`src/rtl/otter_regfile_sb_if.sv`:
```
// Bus between the multicycle control FSM (master) and the scoreboarded register file (slave).
interface otter_regfile_sb_if #(
  parameter int unsigned XLEN  = 32,
  parameter int unsigned NREGS = 32,
  parameter int unsigned NREAD = 2
);
  localparam int unsigned AW = $clog2(NREGS);

  logic [NREAD*AW-1:0]   raddr;
  logic [NREAD*XLEN-1:0] rdata;
  logic [NREAD-1:0]      rpend;
  logic                  en;
  logic [AW-1:0]         waddr;
  logic [XLEN-1:0]       wd;
  logic                  rsv_en;
  logic [AW-1:0]         rsv_addr;
  logic                  ready;

  modport master (
    output raddr, en, waddr, wd, rsv_en, rsv_addr,
    input  rdata, rpend, ready
  );

  modport slave (
    input  raddr, en, waddr, wd, rsv_en, rsv_addr,
    output rdata, rpend, ready
  );
endinterface

```
`src/rtl/otter_regfile_sb.sv`:
```
// Parametrised register file with hardware clear sequencer and per-register pending scoreboard.
// Define OTTER_RF_BYPASS_EN to forward same-cycle write data to the read ports.
module otter_regfile_sb #(
  parameter int unsigned XLEN  = 32,
  parameter int unsigned NREGS = 32,
  parameter int unsigned NREAD = 2
) (
  input logic               clk,
  input logic               rst,
  otter_regfile_sb_if.slave bus
);
  localparam int unsigned   AW      = $clog2(NREGS);
  localparam logic [AW-1:0] LastReg = AW'(NREGS - 1);

  typedef enum logic [0:0] {StClear, StRun} state_e;

  state_e           state_q;
  logic [AW-1:0]    cnt_q;
  logic             ready_q;
  logic [XLEN-1:0]  regs [NREGS];
  logic [NREGS-1:0] pend_q;

  logic run;
  logic wr_ok;
  logic rsv_ok;

  assign run    = (state_q == StRun);
  assign wr_ok  = run && bus.en && (bus.waddr != '0);
  assign rsv_ok = run && bus.rsv_en && (bus.rsv_addr != '0);

  // Register 0 is never cleared: reads of address 0 are forced to zero instead.
  always_ff @(posedge clk or posedge rst) begin
    if (rst) begin
      state_q <= StClear;
      cnt_q   <= AW'(1);
      ready_q <= 1'b0;
    end else begin
      unique case (state_q)
        StClear: begin
          if (cnt_q == LastReg) begin
            state_q <= StRun;
            ready_q <= 1'b1;
          end else begin
            cnt_q <= cnt_q + AW'(1);
          end
        end
        StRun: begin
          ready_q <= 1'b1;
        end
        default: begin
          state_q <= StClear;
          ready_q <= 1'b0;
        end
      endcase
    end
  end

  always_ff @(posedge clk) begin
    if (state_q == StClear) begin
      regs[cnt_q] <= '0;
    end else if (wr_ok) begin
      regs[bus.waddr] <= bus.wd;
    end
  end

  // Later assignment wins, so a same-cycle reserve overrides the writeback clear.
  always_ff @(posedge clk or posedge rst) begin
    if (rst) begin
      pend_q <= '0;
    end else begin
      if (wr_ok) begin
        pend_q[bus.waddr] <= 1'b0;
      end
      if (rsv_ok) begin
        pend_q[bus.rsv_addr] <= 1'b1;
      end
    end
  end

  logic [NREAD*XLEN-1:0] rdata_c;
  logic [NREAD-1:0]      rpend_c;

  always_comb begin
    rdata_c = '0;
    rpend_c = '0;
    if (run) begin
      for (int unsigned i = 0; i < NREAD; i++) begin
        if (bus.raddr[i*AW +: AW] != '0) begin
          rdata_c[i*XLEN +: XLEN] = regs[bus.raddr[i*AW +: AW]];
          rpend_c[i]              = pend_q[bus.raddr[i*AW +: AW]];
        end
`ifdef OTTER_RF_BYPASS_EN
        if (wr_ok && (bus.raddr[i*AW +: AW] == bus.waddr)) begin
          rdata_c[i*XLEN +: XLEN] = bus.wd;
          rpend_c[i]              = bus.rsv_en && (bus.rsv_addr == bus.waddr);
        end
`endif
      end
    end
  end

  assign bus.rdata = rdata_c;
  assign bus.rpend = rpend_c;
  assign bus.ready = ready_q;
endmodule

```
`src/flat_wrapper.sv`:
```
// flat-port wrapper written by rule: the top's interface ports become plain ports
module otter_regfile_sb_flat 
#(
  parameter int unsigned XLEN  = 32,
  parameter int unsigned NREGS = 32,
  parameter int unsigned NREAD = 2
)
  (clk, rst, bus_raddr, bus_en, bus_waddr, bus_wd, bus_rsv_en, bus_rsv_addr, bus_rdata, bus_rpend, bus_ready);
  otter_regfile_sb_if #(.XLEN(XLEN), .NREGS(NREGS), .NREAD(NREAD)) bus_i ();
  input logic clk;
  input logic rst;
  input wire logic [$bits(bus_i.raddr)-1:0] bus_raddr;
  input wire logic [$bits(bus_i.en)-1:0] bus_en;
  input wire logic [$bits(bus_i.waddr)-1:0] bus_waddr;
  input wire logic [$bits(bus_i.wd)-1:0] bus_wd;
  input wire logic [$bits(bus_i.rsv_en)-1:0] bus_rsv_en;
  input wire logic [$bits(bus_i.rsv_addr)-1:0] bus_rsv_addr;
  output wire logic [$bits(bus_i.rdata)-1:0] bus_rdata;
  output wire logic [$bits(bus_i.rpend)-1:0] bus_rpend;
  output wire logic [$bits(bus_i.ready)-1:0] bus_ready;
  assign bus_i.raddr = bus_raddr;
  assign bus_i.en = bus_en;
  assign bus_i.waddr = bus_waddr;
  assign bus_i.wd = bus_wd;
  assign bus_i.rsv_en = bus_rsv_en;
  assign bus_i.rsv_addr = bus_rsv_addr;
  assign bus_rdata = bus_i.rdata;
  assign bus_rpend = bus_i.rpend;
  assign bus_ready = bus_i.ready;
  otter_regfile_sb #(.XLEN(XLEN), .NREGS(NREGS), .NREAD(NREAD)) u_core (.clk(clk), .rst(rst), .bus(bus_i));
endmodule
```
`config.mk`:
```
export PLATFORM = sky130hd
export DESIGN_NAME = otter_regfile_sb_flat
export DESIGN_NICKNAME = d
export VERILOG_FILES = /design/src/rtl/otter_regfile_sb_if.sv /design/src/rtl/otter_regfile_sb.sv /design/src/flat_wrapper.sv
export SDC_FILE = /design/constraint.sdc
export NUM_CORES = 1
export LEC_CHECK = 0
export CAP_MARGIN = 20
export CORE_AREA = 4 4 413 415
export DETAILED_ROUTE_END_ITERATION = 7
export DIE_AREA = 0 0 417 419
export GPL_ROUTABILITY_DRIVEN = 0
export PLACE_DENSITY = 0.51
export SKIP_LAST_GASP = 1
export SYNTH_ARGS = -nofsm -noshare
export SYNTH_HDL_FRONTEND = slang
export SYNTH_SLANG_ARGS = --single-unit
```
`constraint.sdc`:
```
create_clock -name clk -period 6.5 [get_ports clk]
set_input_delay 1.3 -clock clk [delete_from_list [all_inputs] [get_ports clk]]
set_output_delay 1.3 -clock clk [all_outputs]
set_load 0.05 [all_outputs]
```
==> results of run 1 <==
flip-flops by register name, indices dropped and copies added, names as in the netlist:
| name | cells |
|---|---|
| u_core.bus.ready | 1 |
| u_core.cnt_q | 5 |
| u_core.pend_q | 32 |
| u_core.regs | 1024 |
| u_core.run | 1 |
metrics by stage:
step / worst slack (ps) / cells / power (mW) / hold WS [ps]
2_1_floorplan: 1320 / 2529 / 8.64 / 445
3_3_place_gp: 437 / 4760 / 9.21 / 386
3_5_place_dp: 576 / 4763 / 9.23 / 424
4_1_cts: 568 / 4969 / 15.6 / 437
5_1_grt: 551 / 4977 / 16.0 / 435
6_report: 561 / 4977 / 15.5 / 428
worst paths after layout:
kind,from,end,cells after the start
max reg2reg,u_core.run,u_core.regs[3][29],6
min,u_core.pend_q[0],u_core.pend_q[0],0
min reg2reg,u_core.pend_q[0],u_core.pend_q[0],0
min in group asynchronous,rst,u_core.bus.ready,3
max in group asynchronous,rst,u_core.pend_q[4],3
max,bus_raddr[2],bus_rdata[9],7
layout make-up:
class / instances / area share (%)
sequential: 1063 / 54.9
antenna: 2 / 0.00867
inverter: 7 / 0.0455
clock inverter: 69 / 1.22
timing repair buffer: 241 / 4.45
clock buffer: 137 / 5.03
multi-input combinational: 1254 / 29.5
tap: 2204 / 4.77
routing by layer:
layer | track usage (%) | routed length, um
met3 | 2.77 | 10700
met5 | 0 | 7
met4 | 5.54 | 5060
met1 | 25.3 | 68700
met2 | 32.6 | 85000
kinds of logic after synthesis:
group,after synthesis,synth area share (%)
AOI/OAI and AO/OA,368,5.61
and+or+nand+nor,144,1.60
xor gates and xnor gates,3,0.0528
adders and majority gates,2,0.0503
muxes,737,26.5
DFF,1063,63.8
buffers and inverters,212,2.45
cell usage in the layout, fill, tap and decap left out, types with 3 or more instances in the layout:
| cell type | instances |
|---|---|
| edfxtp_1 | 1024 |
| mux4_2 | 460 |
| mux2i_1 | 270 |
| buf_4 | 135 |
| clkbuf_16 | 113 |
| a211oi_1 | 93 |
| o221ai_1 | 66 |
| o21ai_0 | 59 |
| clkdlybuf4s50_1 | 56 |
| buf_12 | 39 |
| dfrtp_1 | 38 |
| o22ai_1 | 35 |
| o22a_1 | 34 |
| and2_1 | 33 |
| a22oi_1 | 31 |
| a22o_1 | 31 |
| clkinv_1 | 31 |
| clkbuf_1 | 24 |
| nor2_4 | 20 |
| clkinv_2 | 15 |
| nand2_1 | 12 |
| nor3_2 | 12 |
| bufinv_16 | 12 |
| nor2_1 | 11 |
| nand3_1 | 10 |
| nand3b_1 | 9 |
| or2_2 | 7 |
| inv_1 | 7 |
| buf_8 | 7 |
| nand2b_1 | 5 |
| nor2b_1 | 5 |
| mux2_2 | 5 |
| clkinvlp_4 | 4 |
| or3b_2 | 3 |
| a21oi_1 | 3 |
| or3_1 | 3 |
| a211o_1 | 3 |
| xnor2_1 | 3 |
| inv_16 | 3 |
| buf_16 | 3 |
worst max-delay path: stages:
cell and delay [ps]:
clkdlybuf4s50_1 750, nor2b_4 670, buf_4 440, a211oi_1 190, buf_4 170, a211oi_1 860, buf_12 230
where the power goes:
part | switching (mW) | internal (mW) | total, mW
combinational | 0.933 | 0.541 | 1.47
clock | 2.77 | 3.65 | 6.43
sequential | 0.0318 | 7.57 | 7.60
==> flow_metrics.env, run 1 <==
export IMPL_status="finished, final reports clean"
export IMPL_ys_flop_type="edfxtp_1"
export IMPL_placementRows=150
export IMPL_min_period_ps=5940
export IMPL_worstSetupEndpointType="output port"
export IMPL_remaining_drc_errors=0
export IMPL_synthTopCellsByCount="edfxtp_1, mux4_2, mux2i_1"
export IMPL_nets=2737
export IMPL_multiInputGateArea_um2=17100
export IMPL_dr_pass1_iters=5
export IMPL_root_buffer="clkbuf_16"
export IMPL_ctsResizeCount=0
export IMPL_dieArea_um2=175000
export IMPL_rrSetupSlack_ps=2980
export IMPL_maxCapViolations=0
export IMPL_synth_top_area_share_pct=61.8
export IMPL_core_area_um2=167000
export IMPL_clkTransAtPathRegs_ps=60
export IMPL_synth_most_common_cell="edfxtp_1"
export IMPL_worstMarginPinSlew_ps=1090
export IMPL_cts_htree_levels=3
export IMPL_p_leak_nw=19.7
export IMPL_worstPathArrival_ps=4640
export IMPL_grt_max_degree=82
export IMPL_clockBufferDepth=3
export IMPL_detail_route_antenna_nets=0
export IMPL_setup_violations_final=0
export IMPL_max_slew_margin_pct=26.9
export IMPL_syn_area_per_cell_um2=19.7
export IMPL_grt_use_total_pct=19.0
export IMPL_syn_area_um2=49800
export IMPL_register_area_um2=31700
export IMPL_power_density_nw_per_um2=268
export IMPL_synth_top_area_cell="edfxtp_1"
export IMPL_numCtsBuffers=112
export IMPL_hold_viol=0
export IMPL_post_cts_setup_buffers=0
export IMPL_synthArstFlopShare_pct=3.67
export IMPL_fp_dieH_um=419
export IMPL_crit_required_ps=5200
export IMPL_drv_slew=0
export IMPL_synthCells=2529
export IMPL_startpoint_type="input port"
export IMPL_clock_skew_ps=27.0
export IMPL_drt_iter0_drc=3154
export IMPL_clk_latency_ps=740
export IMPL_wire_per_inst_um=34.0
export IMPL_path_max_fanout=14
export IMPL_ys_ff_latch=1063
export IMPL_yosysSeqAreaShare_pct=63.8
export IMPL_portBuffers=122
export IMPL_rsz0062_at_grt="false"
export IMPL_final_util_pct=34.7
export IMPL_synthTopCellsByArea="edfxtp_1, mux4_2, mux2i_1, dfrtp_1, a211oi_1"
export IMPL_die_width_um=417
export IMPL_wl_mm=169
export IMPL_fin_crit_sh_pct=91.4
export IMPL_fin_setup_tns_ps=0
export IMPL_grt_pass1_wl_mm=235
export IMPL_start_util_pct=29.9
export IMPL_cts_hold_buffers_added=0
export IMPL_critical_path_class="input port to output port"
export IMPL_fill_cells=15600
export IMPL_synth_edf_count=1024
export IMPL_tritoncts="yes"
export IMPL_layout_drive_gt1_share_pct=31.0
export IMPL_grt_ovfl_total=0
export IMPL_clock_sinks=1063
export IMPL_postLayoutCellArea_um2=57800
export IMPL_dpl_cell_area_um2=54000
export IMPL_io_pins=123
export IMPL_grt_pass1_vias=29700
export IMPL_synth_cell_types=52
export IMPL_vias_per_cell=5.78
export IMPL_min_path_type="flop to flop"
export IMPL_hpwl_mm=95.6
export IMPL_yosys_warnings=0
export IMPL_synthesis_nets=2587
export IMPL_vias=28800
export IMPL_syn_to_final_growth_pct=16.1
export IMPL_vdd_drop_max_mv=0.192
export IMPL_fmax_ghz=0.168
export IMPL_antenna_found_initial=7
Power figures use the tool's default switching activity.
==> inputs of run 2 (changes only) <==
--- a/config.mk
+++ b/config.mk
@@ -15,3 +15,4 @@
 export SYNTH_ARGS = -nofsm -noshare
 export SYNTH_HDL_FRONTEND = slang
 export SYNTH_SLANG_ARGS = --single-unit
+export TNS_END_PERCENT = 5
==> results of run 2 <==
No change in the layout: final DEF, timing and power equal those of run 1.
